### config.mk
export PLATFORM = sky130hd
export DESIGN_NAME = seven_seg_decimal
export DESIGN_NICKNAME = d
export VERILOG_FILES = /design/src/rtl/seven_seg_decimal.sv
export SDC_FILE = /design/constraint.sdc
export NUM_CORES = 1
export LEC_CHECK = 0
export BUFFER_PORTS_ARGS = -buffer_cell sky130_fd_sc_hd__buf_2
export CELL_PAD_IN_SITES_DETAIL_PLACEMENT = 1
export CELL_PAD_IN_SITES_GLOBAL_PLACEMENT = 2
export CORE_AREA = 2 2 115 117
export CTS_BUF_LIST = sky130_fd_sc_hd__clkbuf_8
export DETAILED_ROUTE_END_ITERATION = 12
export DIE_AREA = 0 0 117 119
export GPL_ROUTABILITY_DRIVEN = 0
export PLACE_DENSITY_LB_ADDON = 0.1
export SYNTH_ARGS = -nofsm -noshare
export SYNTH_HDL_FRONTEND = slang
export SYNTH_SLANG_ARGS = --single-unit
export TNS_END_PERCENT = 30
### constraint.sdc
create_clock -name HCLK -period 6.45 [get_ports HCLK]
set_input_delay 0.645 -clock HCLK [delete_from_list [all_inputs] [get_ports HCLK]]
set_output_delay 0.645 -clock HCLK [all_outputs]
set_load 0.01 [all_outputs]
### src/rtl/seven_seg_decimal.sv
// seven_seg_decimal
//   Converts a 16-bit unsigned word into five decimal digits with a
//   sequential double-dabble (shift-and-add-3) engine, one bit per clock.
//   The digits are then decoded onto five active-low seven-segment outputs.
//
// Parameters
//   BLANK_LEADING : 1 = blank digits above the most significant nonzero
//                   digit (units digit always shown); 0 = show all five.
//
// Ports
//   HCLK      in   clock, all state updates on its rising edge
//   HRESET    in   asynchronous active-high reset
//   value     in   [15:0] unsigned word to display
//   valid     in   value is meaningful; when low, the display shows dashes
//   busy      out  high while a conversion is in progress (SHIFT or LOAD)
//   HEX0..4   out  [6:0] active-low segments, bit order gfedcba;
//                  HEX0 = units, HEX4 = ten-thousands
module seven_seg_decimal #(
  parameter int BLANK_LEADING = 1
) (
  input  logic        HCLK,
  input  logic        HRESET,
  input  logic [15:0] value,
  input  logic        valid,
  output logic        busy,
  output logic [6:0]  HEX0,
  output logic [6:0]  HEX1,
  output logic [6:0]  HEX2,
  output logic [6:0]  HEX3,
  output logic [6:0]  HEX4
);

  typedef enum logic [1:0] {
    IDLE  = 2'd0,
    SHIFT = 2'd1,
    LOAD  = 2'd2
  } state_t;

  localparam logic [6:0] SEG_DASH  = 7'b0111111;
  localparam logic [6:0] SEG_BLANK = 7'b1111111;

  state_t      r_state;
  state_t      w_next;
  logic [3:0]  r_cnt;
  logic [19:0] r_bcd;
  logic [15:0] r_sh;
  logic [15:0] r_cap;
  logic [19:0] r_disp;
  logic [15:0] r_last;
  logic        r_force;
  logic        r_valid_q;

  logic        w_start;
  logic [19:0] w_adj;
  logic [35:0] w_cat;
  logic [35:0] w_shl;
  logic [4:0]  w_keep;
  logic [6:0]  w_hex [5];

  // Add 3 to every BCD nibble that is 5 or more, so the following left
  // shift carries correctly into the next decimal digit.
  function automatic logic [19:0] add3(input logic [19:0] b);
    logic [19:0] r;
    r = b;
    for (int i = 0; i < 5; i++) begin
      if (r[i*4 +: 4] >= 4'd5) r[i*4 +: 4] = r[i*4 +: 4] + 4'd3;
    end
    return r;
  endfunction

  function automatic logic [6:0] seg7(input logic [3:0] d);
    logic [6:0] s;
    case (d)
      4'd0:    s = 7'b1000000;
      4'd1:    s = 7'b1111001;
      4'd2:    s = 7'b0100100;
      4'd3:    s = 7'b0110000;
      4'd4:    s = 7'b0011001;
      4'd5:    s = 7'b0010010;
      4'd6:    s = 7'b0000010;
      4'd7:    s = 7'b1111000;
      4'd8:    s = 7'b0000000;
      4'd9:    s = 7'b0010000;
      default: s = SEG_BLANK;
    endcase
    return s;
  endfunction

  // A new conversion is only worth running when the word changed, or when
  // valid has dropped since the last load (force) so the result is refreshed.
  assign w_start = valid && ((value != r_last) || r_force);

  assign w_adj = add3(r_bcd);
  assign w_cat = {w_adj, r_sh};
  assign w_shl = w_cat << 1;

  assign busy = (r_state != IDLE);

  always_comb begin
    w_next = r_state;
    case (r_state)
      IDLE:    if (w_start) w_next = SHIFT;
      SHIFT:   if (r_cnt == 4'd15) w_next = LOAD;
      LOAD:    w_next = IDLE;
      default: w_next = IDLE;
    endcase
  end

  always_ff @(posedge HCLK or posedge HRESET) begin
    if (HRESET) begin
      r_state   <= IDLE;
      r_cnt     <= 4'd0;
      r_bcd     <= 20'd0;
      r_disp    <= 20'd0;
      r_last    <= 16'd0;
      r_force   <= 1'b1;
      r_valid_q <= 1'b0;
    end else begin
      r_state   <= w_next;
      r_valid_q <= valid;
      case (r_state)
        IDLE: begin
          if (w_start) begin
            r_bcd <= 20'd0;
            r_cnt <= 4'd0;
          end
        end
        SHIFT: begin
          r_bcd <= w_shl[35:16];
          r_cnt <= r_cnt + 4'd1;
        end
        LOAD: begin
          r_disp <= r_bcd;
          r_last <= r_cap;
        end
        default: ;
      endcase
      // A low valid always wins, so a drop during LOAD still forces a redo.
      if (!valid) r_force <= 1'b1;
      else if (r_state == LOAD) r_force <= 1'b0;
    end
  end

  // Shift register and captured word need no reset: they are only
  // consumed after a start has loaded them.
  always_ff @(posedge HCLK) begin
    if (r_state == IDLE && w_start) begin
      r_sh  <= value;
      r_cap <= value;
    end else if (r_state == SHIFT) begin
      r_sh <= w_shl[15:0];
    end
  end

  // w_keep[i] is set when digit i or any digit above it is nonzero;
  // the units digit is always kept so zero reads as "0".
  always_comb begin
    w_keep    = 5'd0;
    w_keep[4] = (r_disp[19:16] != 4'd0);
    for (int i = 3; i >= 0; i--) begin
      w_keep[i] = w_keep[i+1] | (r_disp[i*4 +: 4] != 4'd0);
    end
    w_keep[0] = 1'b1;
  end

  always_comb begin
    for (int i = 0; i < 5; i++) begin
      w_hex[i] = seg7(r_disp[i*4 +: 4]);
      if (!r_valid_q) w_hex[i] = SEG_DASH;
      else if ((BLANK_LEADING != 0) && !w_keep[i]) w_hex[i] = SEG_BLANK;
    end
  end

  assign HEX0 = w_hex[0];
  assign HEX1 = w_hex[1];
  assign HEX2 = w_hex[2];
  assign HEX3 = w_hex[3];
  assign HEX4 = w_hex[4];

endmodule

==> impl_metrics.csv <==
group,metric,value,unit
outcome,status,"complete, no violations",
worst_setup_path,cp_cell_sequence,"inv_1 -> ha_1 -> nor4b_1 -> nand4_1 -> o311a_1 -> o21ai_0 -> buf_2",
synth,syn-instance-count,506,
clock_tree,cts_resized,0,
floorplan,row_count,42,
placement,dpl.cell_count,715,
flow_run,maxCapViolCount,0,
global_route,grt_use_total,0.169,
power_and_ir_drop,intPower,1.64,mW
worst_setup_path,critPathTopFamily,"simple AND/OR/NAND/NOR gates",
sta,skew,0.0129,ns
sta,whs,0.429,ns
cells_and_area,finalInstanceArea,5920,um^2
clock_tree,clock_latency,0.37,ns
global_route,gr-usage-met2,0.261,
power_and_ir_drop,peakVddDrop,0.199,mV
synth,netlist_area,5310,um^2
worst_setup_path,worstPathMaxFanout,5,
clock_tree,numCtsBuffers,9,
clock_tree,post_cts_buffers,0,
global_route,antenna_found_initial,0,
cells_and_area,fillerInstances,1458,
worst_setup_path,worstPathRequired,5.80,ns
worst_setup_path,crit_arrival,2.54,ns
hold_path,hp-class,"in2reg",
power_and_ir_drop,static-leakage-power,2.50,nW
placement,place_ws,3.62,ns
routing,drcViolationCount,0,
power_and_ir_drop,p_sw_frac,0.410,
synth,seq_area_frac_synth,0.483,
worst_setup_path,start_kind,"flip-flop",
worst_setup_path,worst_setup_path_end_kind,"output port",
cells_and_area,n_antenna_cell,0,
power_and_ir_drop,seqPwrFrac,0.391,
placement,port_buffers,54,
clock_tree,clkSinkCount,96,
floorplan,die_y,119,um
power_and_ir_drop,p_switching,1.14,mW
power_and_ir_drop,clock_power_share,0.135,
cells_and_area,nets,605,
synth,ys_ff_latch,96,
sta,slew_headroom,0.433,
cells_and_area,syn2layout_area_growth,11.4,%
synth,netlist.area_leader.share,0.297,
clock_tree,clock-root-buffer,"clkbuf_8",
clock_tree,cts.path.max_buffers,2,
worst_setup_path,r2r-end,"r_sh[6]",
worst_setup_path,critical_path_class,"reg2out",
placement,dp_hpwl,7460,um
synth,synthTopCellsByArea,"dfrtp_1, edfxtp_1, ha_1",
routing,postRouteWirelength,10800,um
worst_setup_path,slowest_stage,"nor4b_1",
floorplan,initial_core_util,0.412,
routing,ant_nets,0,
synth,yosysTopAreaCell,"dfrtp_1",
global_route,overflow,0,
worst_setup_path,worst-r2r-setup-slack,4.12,ns
worst_setup_path,path_buf_inv,2,
floorplan,die-area,13900,um^2
clock_tree,cts_tree,"built",
clock_tree,path_clk_slew,0.10,ns
routing,num_vias,3658,
sta,setup_violations,0,
sta,worstMarginPinSlew,0.851,ns
worst_setup_path,regToRegStartpoint,"r_last[12]",
worst_setup_path,cp-startpoint,"r_disp[13]",
global_route,grt_pass1_wl,18600,um
worst_setup_path,crit_cells,7,
sta,fmax,0.314,GHz
cells_and_area,post_layout_nonfiller_instances,731,
cells_and_area,regArea,2560,um^2
synth,synth_cell_types,41,
sta,slew_viol_final,0,
cells_and_area,drive_above_1_share,0.222,
placement,placed_area,5730,um^2
routing,wl_per_cell,14.7,um
sta,totalNegativeSetupSlack,0,ns
floorplan,coreArea,12900,um^2
global_route,grt_max_degree,65,
worst_setup_path,ff2ff_path_depth,6,
power_and_ir_drop,power.total,2.78,mW
power_and_ir_drop,p_comb_frac,0.474,
sta,fin_crit,3.19,ns
global_route,grt_pass1_vias,3689,
global_route,met3_usage,0.0290,
clock_tree,h-tree-depth,3,
routing,drt-pass1-iter-count,4,
global_route,met1_usage,0.244,
floorplan,die_w,117,um
global_route,grt.busiest_layer,"met2",
sta,grt_setup_unrepaired,"no",
sta,finalCritPeriodShare,0.495,
cells_and_area,multiInputGateArea,2530,um^2
synth,yosysWarnings,0,
cells_and_area,final_core_util,0.460,
worst_setup_path,max_stage_delay,0.52,ns
clock_tree,hold_buffers,0,
synth,syn_nets,561,
synth,syn_avg_cell_area,10.5,um^2
sta,fin_ws,3.26,ns
power_and_ir_drop,power.density,469,nW/um^2
routing,drt_iter0_drc,155,
floorplan,io_pins,55,
sta,hold_violations,0,
routing,via_per_inst,5.00,
worst_setup_path,endpoint,"HEX1[5]",
==> cells in the final DEF (no fill, tap or decap), drive strengths merged <==
cell / n
nand2: 69
dfrtp: 63
buf: 59
o21ai: 45
mux2: 41
ha: 36
a21oi: 35
edfxtp: 32
inv: 32
xnor2: 24
nor2: 22
nand2b: 11
nor3b: 11
clkbuf: 9
mux2i: 8
o22ai: 7
a211oi: 6
nor2b: 6
nand4: 5
nand3: 4
nand3b: 3
and3: 3
xor2: 2
o2111ai: 2
o211ai: 2
and2: 2
a21o: 2
clkinvlp: 2
nor4: 1
a31oi: 1
or2: 1
nor4b: 1
o311a: 1
o21a: 1
nor3: 1
a21boi: 1
o221a: 1
o31ai: 1
clkinv: 1
dfstp: 1
==> logic make-up (layout without fill, tap and decap cells) <==
logic type | Yosys count | in the layout | share of synthesized area
simple gates | 140 | 140 | 0.126
compound gates | 105 | 105 | 0.112
flops | 96 | 96 | 0.483
buf+inv | 54 | 103 | 0.0429
mux | 49 | 49 | 0.109
fa+ha+maj | 36 | 36 | 0.0848
xor+xnor | 26 | 26 | 0.0429
==> worst min path at each step <==
| stage | to | cells past startpoint | startpoint |
|---|---|---|---|
| final | r_valid_q | 1 | valid |
| after global routing | r_valid_q | 1 | valid |
| after CTS | r_valid_q | 1 | valid |
| after detailed placement | r_last[7] | 1 | r_cap[7] |
| after global placement | r_last[8] | 1 | r_cap[8] |
| after floorplan | r_last[0] | 1 | r_cap[0] |
==> final cells by class <==
cell class | instances | area share
flip-flops and latches | 96 | 0.433
multi-input cells | 356 | 0.428
repair buffers | 59 | 0.0520
well taps | 176 | 0.0372
clock buffers | 9 | 0.0209
inverters | 28 | 0.0178
clock inverters | 7 | 0.0104
==> flip-flops by register name, indices dropped and copies added, names as in the netlist <==
name / flops
r_disp: 20
r_valid_q: 1
r_last: 16
r_cap: 16
r_cnt: 4
r_force: 1
r_bcd: 20
r_sh: 16
r_state: 2
==> cells in the mapped netlist <==
cell       instances
nand3_1            4
o21ai_0           45
edfxtp_1          32
o31ai_1            1
inv_1             28
nor3_1             1
o2111ai_1          2
a21o_1             2
or2_2              1
nand3b_1           3
ha_1              36
o21a_1             1
a21oi_1           35
nand2b_1          11
dfrtp_1           63
o22ai_1            7
a21boi_0           1
and2_1             2
buf_2              2
o211ai_1           2
nor3b_1           11
nand2_1           69
nor4_2             1
o311a_1            1
mux2i_1            8
mux2_2            31
buf_6              3
clkbuf_1          19
xor2_1             2
nor4b_1            1
and3_1             3
nor2_1            22
xnor2_1           24
mux2_4            10
a211oi_1           6
dfstp_2            1
a31oi_2            1
nand4_1            5
o221a_2            1
nor2b_1            6
buf_1              2
==> worst reg2reg max path: stages (launching register included) <==
cell and delay (ns):
dfrtp_1 0.40, xnor2_1 0.26, nand4_1 0.15, nor4_2 0.39
a31oi_4 0.12, buf_4 0.37, mux2_4 0.40
==> power groups by stage <==
stage	Sequential (mW)	Combinational [mW]	Clock (mW)
3_5_place_dp	1.10	1.34	0
4_1_cts	1.09	1.35	0.395
3_3_place_gp	1.09	1.30	0
5_1_grt	1.13	1.51	0.416
2_1_floorplan	1.00	1.02	0
6_report	1.08	1.32	0.376
==> per-layer routing <==
| layer | share of wire | vias to the layer above |
|---|---|---|
| met5 | 0 | - |
| met4 | 0.013 | 0 |
| met3 | 0.020 | 7 |
| met2 | 0.46 | 45 |
| met1 | 0.51 | 1772 |
| li1 | - | 1834 |
Power figures use the tool's default switching activity.
